[src/rtl/fetch_ctrl.sv]
// Fetch sequencer: walks FETCH/LOOKUP/ISSUE, runs an I_RAM refill on a cache miss, and takes interrupts at ISSUE.
// Building with FETCH_CTRL_PERF_EN defined adds saturating hit/miss counters.
module fetch_ctrl #(
  parameter int unsigned RAM_LAT = 2
) (
  input  logic       g_clk,
  input  logic       g_clr,
  input  logic       run,
  input  logic       stall,
  input  logic       flush,
  input  logic       i_pending,
  input  logic       i_odv,
  output logic [1:0] pc_ctl,
  output logic       pc_mux_sel,
  output logic       imar_ld,
  output logic       ir_ld,
  output logic       psr0_ld,
  output logic       cache_rd,
  output logic       cache_fill,
  output logic       ram_ce,
  output logic       ram_rw,
  output logic       i_ack,
  output logic [2:0] state,
  output logic [7:0] hit_cnt,
  output logic [7:0] miss_cnt
);

  typedef enum logic [2:0] {
    IDLE   = 3'd0,
    FETCH  = 3'd1,
    LOOKUP = 3'd2,
    FILL   = 3'd3,
    ISSUE  = 3'd4,
    VECTOR = 3'd5
  } state_e;

  localparam logic [1:0] PC_HOLD = 2'b00;
  localparam logic [1:0] PC_INC  = 2'b01;
  localparam logic [1:0] PC_LOAD = 2'b10;
  localparam logic [3:0] LAT     = 4'(RAM_LAT);

  state_e     state_q, state_d;
  logic [3:0] cnt_q, cnt_d;
  logic       flush_pend_q, flush_pend_d;
  logic       hit_ev, miss_ev;

  always_ff @(posedge g_clk) begin
    if (g_clr) begin
      state_q      <= IDLE;
      cnt_q        <= 4'd0;
      flush_pend_q <= 1'b0;
    end else begin
      state_q      <= state_d;
      cnt_q        <= cnt_d;
      flush_pend_q <= flush_pend_d;
    end
  end

  always_comb begin
    state_d      = state_q;
    cnt_d        = cnt_q;
    flush_pend_d = flush_pend_q;
    pc_ctl       = PC_HOLD;
    pc_mux_sel   = 1'b0;
    imar_ld      = 1'b0;
    ir_ld        = 1'b0;
    psr0_ld      = 1'b0;
    cache_rd     = 1'b0;
    cache_fill   = 1'b0;
    ram_ce       = 1'b0;
    ram_rw       = 1'b0;
    i_ack        = 1'b0;
    hit_ev       = 1'b0;
    miss_ev      = 1'b0;
    if (!g_clr) begin
      case (state_q)
        IDLE: begin
          if (run) state_d = FETCH;
        end
        FETCH: begin
          imar_ld = 1'b1;
          if (flush) begin
            pc_ctl  = PC_LOAD;
            state_d = FETCH;
          end else begin
            state_d = LOOKUP;
          end
        end
        LOOKUP: begin
          cache_rd = 1'b1;
          if (flush) begin
            pc_ctl  = PC_LOAD;
            state_d = FETCH;
          end else if (i_odv) begin
            ir_ld   = 1'b1;
            pc_ctl  = PC_INC;
            hit_ev  = 1'b1;
            state_d = ISSUE;
          end else begin
            miss_ev = 1'b1;
            cnt_d   = LAT;
            state_d = FILL;
          end
        end
        FILL: begin
          // A flush cannot abort the refill; it is remembered and applied on exit.
          ram_ce = 1'b1;
          ram_rw = 1'b1;
          if (flush) flush_pend_d = 1'b1;
          if (cnt_q <= 4'd1) begin
            cache_fill = 1'b1;
            cnt_d      = 4'd0;
            if (flush_pend_q || flush) begin
              pc_ctl       = PC_LOAD;
              flush_pend_d = 1'b0;
              state_d      = FETCH;
            end else begin
              state_d = LOOKUP;
            end
          end else begin
            cnt_d = cnt_q - 4'd1;
          end
        end
        ISSUE: begin
          if (flush) begin
            pc_ctl  = PC_LOAD;
            state_d = FETCH;
          end else if (!stall) begin
            psr0_ld = 1'b1;
            if (i_pending)  state_d = VECTOR;
            else if (run)   state_d = FETCH;
            else            state_d = IDLE;
          end
        end
        VECTOR: begin
          pc_ctl = PC_LOAD;
          if (!flush) begin
            pc_mux_sel = 1'b1;
            i_ack      = 1'b1;
          end
          state_d = FETCH;
        end
        default: state_d = IDLE;
      endcase
    end
  end

  assign state = state_q;

`ifdef FETCH_CTRL_PERF_EN
  logic [7:0] hit_cnt_q, miss_cnt_q;

  always_ff @(posedge g_clk) begin
    if (g_clr) begin
      hit_cnt_q  <= 8'd0;
      miss_cnt_q <= 8'd0;
    end else begin
      if (hit_ev && hit_cnt_q != 8'hFF)   hit_cnt_q  <= hit_cnt_q + 8'd1;
      if (miss_ev && miss_cnt_q != 8'hFF) miss_cnt_q <= miss_cnt_q + 8'd1;
    end
  end

  assign hit_cnt  = hit_cnt_q;
  assign miss_cnt = miss_cnt_q;
`else
  logic unused_ev;
  assign unused_ev = hit_ev ^ miss_ev;
  assign hit_cnt   = 8'd0;
  assign miss_cnt  = 8'd0;
`endif

endmodule

[config.mk]
export PLATFORM = sky130hd
export DESIGN_NAME = fetch_ctrl
export DESIGN_NICKNAME = d
export VERILOG_FILES = /design/src/rtl/fetch_ctrl.sv
export SDC_FILE = /design/constraint.sdc
export NUM_CORES = 1
export LEC_CHECK = 0
export ABC_AREA = 0
export BUFFER_PORTS_ARGS = -buffer_cell sky130_fd_sc_hd__buf_4
export CORE_MARGIN = 2
export CORE_UTILIZATION = 43
export CTS_BUF_LIST = sky130_fd_sc_hd__clkbuf_2 sky130_fd_sc_hd__clkbuf_4 sky130_fd_sc_hd__clkbuf_8
export CTS_CLUSTER_DIAMETER = 80
export CTS_CLUSTER_SIZE = 30
export DETAILED_ROUTE_END_ITERATION = 10
export GPL_TIMING_DRIVEN = 0
export PLACE_DENSITY = 0.75
export SYNTH_ARGS = -nofsm -noshare
export SYNTH_HDL_FRONTEND = slang
export SYNTH_SLANG_ARGS = --single-unit
[constraint.sdc]
create_clock -name g_clk -period 1.6 [get_ports g_clk]
set_input_delay 0.16 -clock g_clk [delete_from_list [all_inputs] [get_ports g_clk]]
set_output_delay 0.16 -clock g_clk [all_outputs]
set_load 0.005 [all_outputs]
# Word-level counts from Yosys, hierarchy flattened
# Cells that the tools add are included.
# op_classes
addsub	1
mul	0
n_div	0
n_lt_le_gt_ge	1
eq_ne	10
shifts	0
mux	45
n_bitwise	0
n_reduce_logical	6
# op_table
op	n
$mux 1	25
$mux 3	7
$pmux 3 s6	1
$mux 2	7
$mux 4	3
$ne 2x2->1 const B	4
$pmux 2 s4	1
$pmux 4 s2	1
$eq 3x2->1 const B	2
$eq 3x3->1 const B	2
$reduce_and 3->1	2
$le 4x1->1 const B	1
$sub 4x1->4 const B	1
$eq 3x1->1 const B	1
$logic_not 3->1	1
$ne 3x3->1 const B	1
$reduce_bool 2->1	1
$reduce_or 2->1	1
$logic_or 1x1->1	1
# totals
reg_bits	8
latch_bits	0
mem_bits_rw	0
rom_bits	0
input_bits	7
out_inout_bits	30
memories	0

# Logic depth before layout (Yosys ltp)
# Gate-level depths: netlist (run 1).
# depth
depth_word	5
ltp_mapped	6

# Least setup slack after synthesis (run 1)
# Ideal clock, no wire load.
# synth_timing
kind	register -> output
start	reg cnt_q[0]
end	out pc_ctl[1]
arrival_ns	1.512
t_required_ns	1.440
setup_slack_ns	-0.072
path_stages_with_launch	7
n_path_buf	0
cell_sequence	dfxtp_1 inv_1 ha_1 nor2_1 or3_4 a21o_1 a2111oi_2
# synth_via
elab_chain_len	4
# synth_lines
item	line	rtl
start: declaration	43	logic [3:0] cnt_q, cnt_d;
start signal: assignment	54	cnt_q <= cnt_d;
$le 4x1->1	110	if (cnt_q <= 4'd1) begin
$mux 2	110	
$pmux 2 s4	76	case (state_q)
$mux 2	75	if (!g_clr) begin
end: declaration	13	output logic [1:0] pc_ctl,
# No other way between the ends.

# Worst setup path in the final report (run 1)
# Ends and elaborated chain as after synthesis.

==> impl_metrics.json, run 1 <==
{
  "critPathTopFamily": "compound AO/OA/AOI/OAI gates",
  "final_max_slew_viol_count": 0,
  "muxShareOfSynthArea_pct": 0,
  "htreeDepth": 1,
  "rows": 15,
  "start_util_pct": 45.6,
  "yosysTopAreaCellShare_pct": 20.5,
  "first_global_vias": 728,
  "dp_hpwl_um": 1420,
  "core-area_sq_um": 1710,
  "total_leakage_power_nw": 0.579,
  "setup.worst_path.end_class": "output pin",
  "cp_max_fo": 4,
  "min_period_ns": 2.03,
  "io_pins": 37,
  "setup_viol_count_final": 5,
  "finClkSkew_ns": 0.00541,
  "rsz0062_at_grt": "yes",
  "routed_via_density": 4.91,
  "antenna_found_initial": 0,
  "layout_setup_ws_ns": -0.435,
  "dr_total_vias": 883,
  "synth_area_sq_um": 779,
  "ff_latch_area_sq_um": 170,
  "instances_no_fill": 180,
  "io_buffers": 20,
  "dp.cells": 165,
  "first_pass_iters": 4,
  "wl_um": 2300,
  "fmax_ghz": 0.492,
  "grt_max_degree": 11,
  "cts_sinks": 8,
  "die_h_um": 46.6,
  "multi_input_area_sq_um": 579,
  "grt_pass1_wl_um": 3310,
  "crit_required_ns": 1.44,
  "synth_seq_cells": 8,
  "syn_inst": 105,
  "grt_overflow": 0,
  "die_x_um": 46.6,
  "diodes": 0,
  "area_growth_pct": 61.2,
  "slowest_delay_ns": 0.37,
  "final_cell_area_sq_um": 1260,
  "nets": 166,
  "ys_types": 37,
  "setup_tns_ns": -0.763,
  "worstMarginPinSlew_ns": 0.591,
  "drtIter0Drc": 23,
  "grt_use_total_pct": 22.8,
  "status": "finished with violations",
  "syn_area_per_cell_sq_um": 7.42,
  "drc": 0,
  "hold_viol": 0,
  "path_cells": "inv_4 > ha_4 > nor2_4 > or3_4 > a21o_1 > a2111oi_4 > buf_4",
  "drv_cap": 0,
  "synth_seq_area_share_pct": 20.5,
  "whs_ns": 0.173,
  "clock_latency_ns": 0.26,
  "peakVddDrop_mv": 0.317,
  "cts_buffers": 3,
  "crit_slowest_cell": "dfxtp_4",
  "drive_above_1_share_pct": 49.0,
  "synth_compound_area_share_pct": 24.2,
  "ctsLongestPathBuffers": 2,
  "gp_congestion": 0.879,
  "synth-simple-area-share_pct": 29.2,
  "yosys_warnings": 0,
  "synth_fa_ha_area_share_pct": 3.21,
  "path_clk_slew_ns": 0.05,
  "die_area_sq_um": 2170,
  "cts_tree": "done",
  "fill_cells": 147,
  "synth_area_leaders": "dfxtp_1 (21%), buf_4 (17%), a21oi_1 (5.1%)",
  "hold_path.class": "in2reg",
  "postPlaceCellArea_sq_um": 1030,
  "power_density_nw_per_um2": 465,
  "worstPathArrival_ns": 1.87,
  "cp-start-kind": "register",
  "fin_crit_sh_pct": 127,
  "slew_headroom_pct": 60.1,
  "worst-path-buf-inv": 2,
  "critical_path_class": "reg2out",
  "cts_root_buf": "clkbuf_4",
  "synth_top_area_cell": "dfxtp_1",
  "drtAntennaViolNets": 0,
  "synth_top_family_by_area": "simple AND/OR/NAND/NOR gates",
  "wl_per_cell_um": 12.8,
  "synthXorXnorAreaFrac_pct": 0,
  "violations": "negative setup slack"
}
[worst min-delay path: cells and delay by family]
family	cells	cell delay [ns]
buffers and inverters	1	0.13
and+or+nand+nor	1	0.05
AOI/OAI and AO/OA	1	0.05
[cell families after synthesis]
group | Yosys count
AND/OR/NAND/NOR | 39
AO/OA/AOI/OAI | 28
buffers and inverters | 27
flip-flops | 8
adder cells (fa/ha/maj) | 2
other | 1
[metal layers]
metal | vias to the layer above | track usage [%] | part of all wire (%)
met5 | - | 0 | 0
met4 | 0 | 15.4 | 2.8
met3 | 8 | 5.88 | 7.3
met2 | 36 | 38.6 | 52
met1 | 395 | 24.6 | 38
li1 | 444 | - | -
[stage by stage]
stage	utilization, %	total power, mW	setup slack (ns)
after floorplan	-	0.320	0.0153
after global placement	60.3	0.361	-0.184
after detailed placement	60.3	0.362	-0.242
after CTS	67.5	0.545	-0.521
after global routing	73.6	0.619	-0.468
final	73.6	0.584	-0.435
[sequential cells by signal, indices dropped and copies added (netlist names)]
register	cells
cnt_q	4
state	3
flush_pend_q	1
[cell type report]
cell class | count | area share [%]
timing repair buffer | 33 | 21.1
sequential | 8 | 13.5
tap | 25 | 2.49
multi-input combinational | 85 | 46.1
clock buffer | 3 | 1.79
buffer | 24 | 13.9
inverter | 2 | 0.996
[cell usage after synthesis]
cell and instances:
or2_2 1, o22ai_1 2, o211ai_1 1, dfxtp_1 8, a22o_1 1, nand3b_1 1, a211oi_1 3, o21a_1 2
ha_1 2, and2b_1 1, a2111oi_2 1, a21oi_1 8, a21o_1 1, conb_1 1, or3_4 1, buf_2 4
a31oi_1 1, o21bai_1 1, inv_1 2, nand2b_1 2, or3_1 1, nor3b_1 3, o311ai_0 1, o21ai_0 4
nor3_1 7, nand2_1 2, nand4b_1 3, nor4_1 1, nor2b_1 2, o211a_1 1, or4_1 1, buf_4 18
a21boi_0 1, nor2_1 9, and2_1 3, clkbuf_1 3, nand4_1 1
[path summary, 6_finish.rpt]
check	start	depth (start not counted)	slack [ns]	to
hold reg to reg	cnt_q[1]	2	0.51	cnt_q[1]
setup / recovery	cnt_q[0]	7	-0.43	pc_ctl[1]
hold / removal	stall	3	0.17	state[2]
setup reg to reg	cnt_q[0]	7	-0.07	state[1]
[power breakdown]
| group | switching, mW | internal, mW | total (mW) |
|---|---|---|---|
| clock | 0.0715 | 0.0860 | 0.157 |
| sequential | 0.0122 | 0.204 | 0.216 |
| combinational | 0.0909 | 0.119 | 0.210 |
| total | 0.175 | 0.409 | 0.584 |
[timing repair]
item                                    in CTS  in global routing
resized for setup                           21                  8
buffers inserted                             5                  8
pin swaps                                    4                  8
gates cloned                                 0                  1
endpoints found under the setup margin      11                 12
hold buffers                                 0                  0
[cell usage in the layout, fill, tap and decap left out, drive strengths merged, types with 3 or more instances in the layout]
cell	instances
o21ai	4
nor2	9
dfxtp	8
conb	16
nand4b	3
nor3	7
a211oi	3
a21oi	8
nor3b	3
clkbuf	6
buf	54
and2	3
Power figures use the tool's default switching activity.
==> run 2, diff against run 1 <==
--- a/config.mk
+++ b/config.mk
@@ -15,6 +15,7 @@
 export DETAILED_ROUTE_END_ITERATION = 10
 export GPL_TIMING_DRIVEN = 0
 export PLACE_DENSITY = 0.75
+export RECOVER_POWER = 25
 export SYNTH_ARGS = -nofsm -noshare
 export SYNTH_HDL_FRONTEND = slang
 export SYNTH_SLANG_ARGS = --single-unit
==> impl_metrics.json, run 2 (synthesis results as in run 1) <==
{
  "ctsLongestPathBuffers": 2,
  "status": "finished with violations",
  "grt_pass1_wl_um": 3310,
  "grt_max_degree": 11,
  "gp_congestion": 0.879,
  "setup_tns_ns": -0.741,
  "violations": "negative setup slack",
  "drc": 0,
  "clock_latency_ns": 0.26,
  "whs_ns": 0.174,
  "largest_register": "cnt_q",
  "grt_overflow": 0,
  "critPathTopFamily": "compound AO/OA/AOI/OAI gates",
  "largest_reg_flops": 4,
  "grt_use_total_pct": 22.8,
  "io_buffers": 20,
  "setup.worst_path.end_class": "output pin",
  "first_global_vias": 728,
  "crit_required_ns": 1.44,
  "hold_viol": 0,
  "crit_slowest_cell": "dfxtp_4",
  "layout_setup_ws_ns": -0.442,
  "mostFrequentLayoutCells": "buf_4 (50), conb_1 (16), nor2_1 (8), a21oi_1 (8), dfxtp_1 (5)",
  "total_leakage_power_nw": 0.578,
  "peakVddDrop_mv": 0.315,
  "start_util_pct": 45.6,
  "dp.cells": 165,
  "fmax_ghz": 0.490,
  "worstMarginPinSlew_ns": 0.580,
  "die_h_um": 46.6,
  "cts_hold_buf": 0,
  "min_period_ns": 2.04,
  "grtUsageMet3_pct": 5.88,
  "wl_um": 2290,
  "die_x_um": 46.6,
  "cts_buffers": 3,
  "worst-path-buf-inv": 2,
  "path_clk_slew_ns": 0.05,
  "finClkSkew_ns": 0.00581,
  "diodes": 0,
  "io_pins": 37,
  "dr_total_vias": 904,
  "final_common_cell": "buf_4",
  "path_cells": "inv_4 > ha_4 > nor2_4 > or3_4 > a21o_1 > a2111oi_4 > buf_4",
  "wl_per_cell_um": 12.7,
  "slew_headroom_pct": 60.8,
  "critical_path_class": "reg2out",
  "dp_hpwl_um": 1420,
  "nets": 166,
  "rsz0062_at_grt": "yes",
  "instances_no_fill": 180,
  "hold_path.class": "in2reg",
  "cp-start-kind": "register",
  "antenna_found_initial": 0,
  "htreeDepth": 1,
  "rows": 15,
  "die_area_sq_um": 2170,
  "final_max_slew_viol_count": 0,
  "cp_max_fo": 4,
  "drtIter0Drc": 21,
  "gr-usage-met1_pct": 24.6,
  "setup_viol_count_final": 5,
  "area_growth_pct": 61.0,
  "core-area_sq_um": 1710,
  "drtAntennaViolNets": 0,
  "cts_root_buf": "clkbuf_4",
  "cts_sinks": 8,
  "power_density_nw_per_um2": 463,
  "routed_via_density": 5.02,
  "worstPathArrival_ns": 1.88,
  "use_met2_pct": 38.6,
  "drv_cap": 0,
  "fin_crit_sh_pct": 128,
  "cts_tree": "done",
  "drive_above_1_share_pct": 48.4,
  "slowest_delay_ns": 0.37,
  "first_pass_iters": 5,
  "gr-max-usage-layer": "met2"
}
[run 2: layer usage]
metal | routed length (um) | share of wire [%] | up-vias
met3 | 217 | 9.5 | 9
met1 | 815 | 36 | 399
li1 | - | - | 446
met4 | 67 | 2.9 | 0
met5 | 0 | 0 | -
met2 | 1190 | 52 | 50
[run 2: final cells by class]
class	instances	area (sq um)
plain buffers	24	175
clock buffers	3	22.5
fillers	148	453
inverters	2	12.5
multi-input cells	85	579
flip-flops and latches	8	169
well taps	25	31.3
repair buffers	33	265
[run 2: power by group]
part	internal, mW	switching (mW)
Sequential	0.204	0.0116
Combinational	0.119	0.0907
Clock	0.0859	0.0701
[run 2: through the flow]
stage | worst slack (ns) | power, mW | area [sq um] | util (%)
after floorplan | 0.0153 | 0.320 | 848 | -
after global placement | -0.184 | 0.361 | 1030 | 60.3
after detailed placement | -0.242 | 0.362 | 1030 | 60.3
after CTS | -0.521 | 0.545 | 1150 | 67.5
after global routing | -0.468 | 0.618 | 1250 | 73.5
final | -0.442 | 0.581 | 1250 | 73.5
[run 2: path summary, 6_finish.rpt]
kind | to | startpoint | slack [ns] | cells past startpoint
max | pc_ctl[1] | cnt_q[0] | -0.44 | 7
min | state[2] | stall | 0.17 | 3
max reg2reg | state[1] | cnt_q[0] | -0.06 | 7
min reg2reg | cnt_q[1] | cnt_q[1] | 0.51 | 2
[run 2: what timing repair did]
action,in CTS,in global routing
gates cloned,0,1
setup endpoints to repair,11,12
resized for setup,21,8
setup buffers,5,8
pin swaps,4,8
[run 2: worst min-delay path: cells and delay by family]
| kind | cells | cell delay [ns] |
|---|---|---|
| buffers and inverters | 1 | 0.12 |
| AND/OR/NAND/NOR | 1 | 0.05 |
| AO/OA/AOI/OAI | 1 | 0.05 |
==> run 3, diff against run 2 <==
--- a/config.mk
+++ b/config.mk
@@ -7,7 +7,7 @@
 export LEC_CHECK = 0
 export ABC_AREA = 0
 export BUFFER_PORTS_ARGS = -buffer_cell sky130_fd_sc_hd__buf_4
-export CORE_MARGIN = 2
+export CORE_MARGIN = 5
 export CORE_UTILIZATION = 43
 export CTS_BUF_LIST = sky130_fd_sc_hd__clkbuf_2 sky130_fd_sc_hd__clkbuf_4 sky130_fd_sc_hd__clkbuf_8
 export CTS_CLUSTER_DIAMETER = 80
==> impl_metrics.json, run 3 (synthesis results as in run 1) <==
{
  "die_area_sq_um": 2760,
  "instances_no_fill": 178,
  "antenna_found_initial": 0,
  "dp.cells": 165,
  "finClkSkew_ns": 0.00174,
  "die_x_um": 52.6,
  "worstMarginPinSlew_ns": 0.731,
  "cts_tree": "done",
  "utilization_pct": 72.7,
  "power_density_nw_per_um2": 445,
  "rsz0062_at_grt": "yes",
  "status": "finished with violations",
  "ctsLongestPathBuffers": 2,
  "hold_viol": 0,
  "core-area_sq_um": 1730,
  "drc": 0,
  "drtAntennaViolNets": 0,
  "largest_register": "cnt_q",
  "grt_use_total_pct": 15.4,
  "final_max_slew_viol_count": 0,
  "fmax_ghz": 0.498,
  "multi_input_area_sq_um": 594,
  "first_global_vias": 787,
  "fin_crit_sh_pct": 125,
  "slew_headroom_pct": 50.6,
  "path_clk_slew_ns": 0.05,
  "grt_max_degree": 11,
  "cts_buffers": 3,
  "fin_total_pwr_uw": 558,
  "peakVddDrop_mv": 0.533,
  "fill_cells": 136,
  "cts_hold_buf": 0,
  "diodes": 0,
  "slowest_delay_ns": 0.37,
  "cts_root_buf": "clkbuf_4",
  "path_cells": "inv_2 > ha_4 > nor2_2 > or3_4 > a21o_1 > a2111oi_4 > buf_4",
  "io_pins": 37,
  "drtIter0Drc": 16,
  "total_leakage_power_nw": 0.564,
  "wl_per_cell_um": 12.7,
  "io_buffers": 20,
  "ff_latch_area_sq_um": 166,
  "reg2reg_from": "cnt_q[0]",
  "routed_via_density": 4.95,
  "cts_sinks": 8,
  "wl_um": 2250,
  "area_growth_pct": 61.0,
  "clock_latency_ns": 0.25,
  "min_period_ns": 2.01,
  "min-delay-start": "stall",
  "mostFrequentLayoutCells": "buf_4 (47), conb_1 (16), a21oi_1 (7), nor2_1 (7)",
  "layout_setup_ws_ns": -0.408,
  "crit_slowest_cell": "or3_4",
  "violations": "negative setup slack",
  "start_util_pct": 45.1,
  "cp_max_fo": 4,
  "r2r_slack_ns": -0.07,
  "worstPathArrival_ns": 1.85,
  "whs_ns": 0.188,
  "final_common_cell": "buf_4",
  "nets": 164,
  "grt_overflow": 0,
  "htreeDepth": 1,
  "drive_above_1_share_pct": 51.0,
  "critPathLaunch": "cnt_q[0]",
  "first_pass_iters": 4,
  "die_h_um": 52.6,
  "drv_cap": 0,
  "gp_congestion": 0.825,
  "critical_path_class": "reg2out",
  "rows": 15,
  "setup_tns_ns": -0.908,
  "largest_reg_flops": 4,
  "dp_hpwl_um": 1540,
  "hold_path.class": "in2reg",
  "setup_viol_count_final": 6,
  "grt_pass1_wl_um": 3260,
  "crit_required_ns": 1.44,
  "dr_total_vias": 881,
  "cp-start-kind": "register",
  "setup.worst_path.end_class": "output pin"
}
[run 3: cell type report]
cell class	count	area share [%]
Multi-Input combinational cell	85	47.4
Timing Repair Buffer	32	20.7
Buffer	23	13.6
Sequential cell	8	13.3
Tap cell	25	2.49
Clock buffer	3	1.79
Inverter	2	0.798
[run 3: repair_timing]
item | CTS | global route
pin swaps | 4 | 6
gates cloned | 0 | 0
setup endpoints to repair | 13 | 15
gates resized for setup | 22 | 11
buffers inserted | 5 | 7
[run 3: layer usage]
metal  GRT usage, %  share of wire [%]
met1           15.8                 36
met2           29.1                 53
met3           5.13                9.4
met4           4.26                1.3
met5              0                  0
[run 3: report_power, final]
| part | internal [mW] | leakage, nW | switching [mW] |
|---|---|---|---|
| clock | 0.0855 | 0.0138 | 0.0634 |
| combinational | 0.108 | 0.484 | 0.0881 |
| sequential | 0.205 | 0.0664 | 0.00734 |
| total | 0.399 | 0.564 | 0.159 |
[run 3: metrics by stage]
step                worst slack (ns)  cell area (sq um)
floorplan                     0.0153                848
global placement              -0.187               1030
detailed placement            -0.244               1030
CTS                           -0.428               1160
global route                  -0.479               1250
finish                        -0.408               1250
[run 3: worst paths after layout]
| path | cells past startpoint | end |
|---|---|---|
| worst max-delay path | 7 | pc_ctl[1] |
| worst max register to register | 9 | cnt_q[3] |
| worst min-delay path | 3 | state[2] |
| worst min register to register | 1 | cnt_q[0] |
[run 3: critical path: cells and delay by family (launching register included)]
family / cells / cell delay [ns]
DFF: 1 / 0.34
adders and majority gates: 1 / 0.13
and+or+nand+nor: 2 / 0.42
buffers and inverters: 2 / 0.23
AOI/OAI and AO/OA: 2 / 0.48
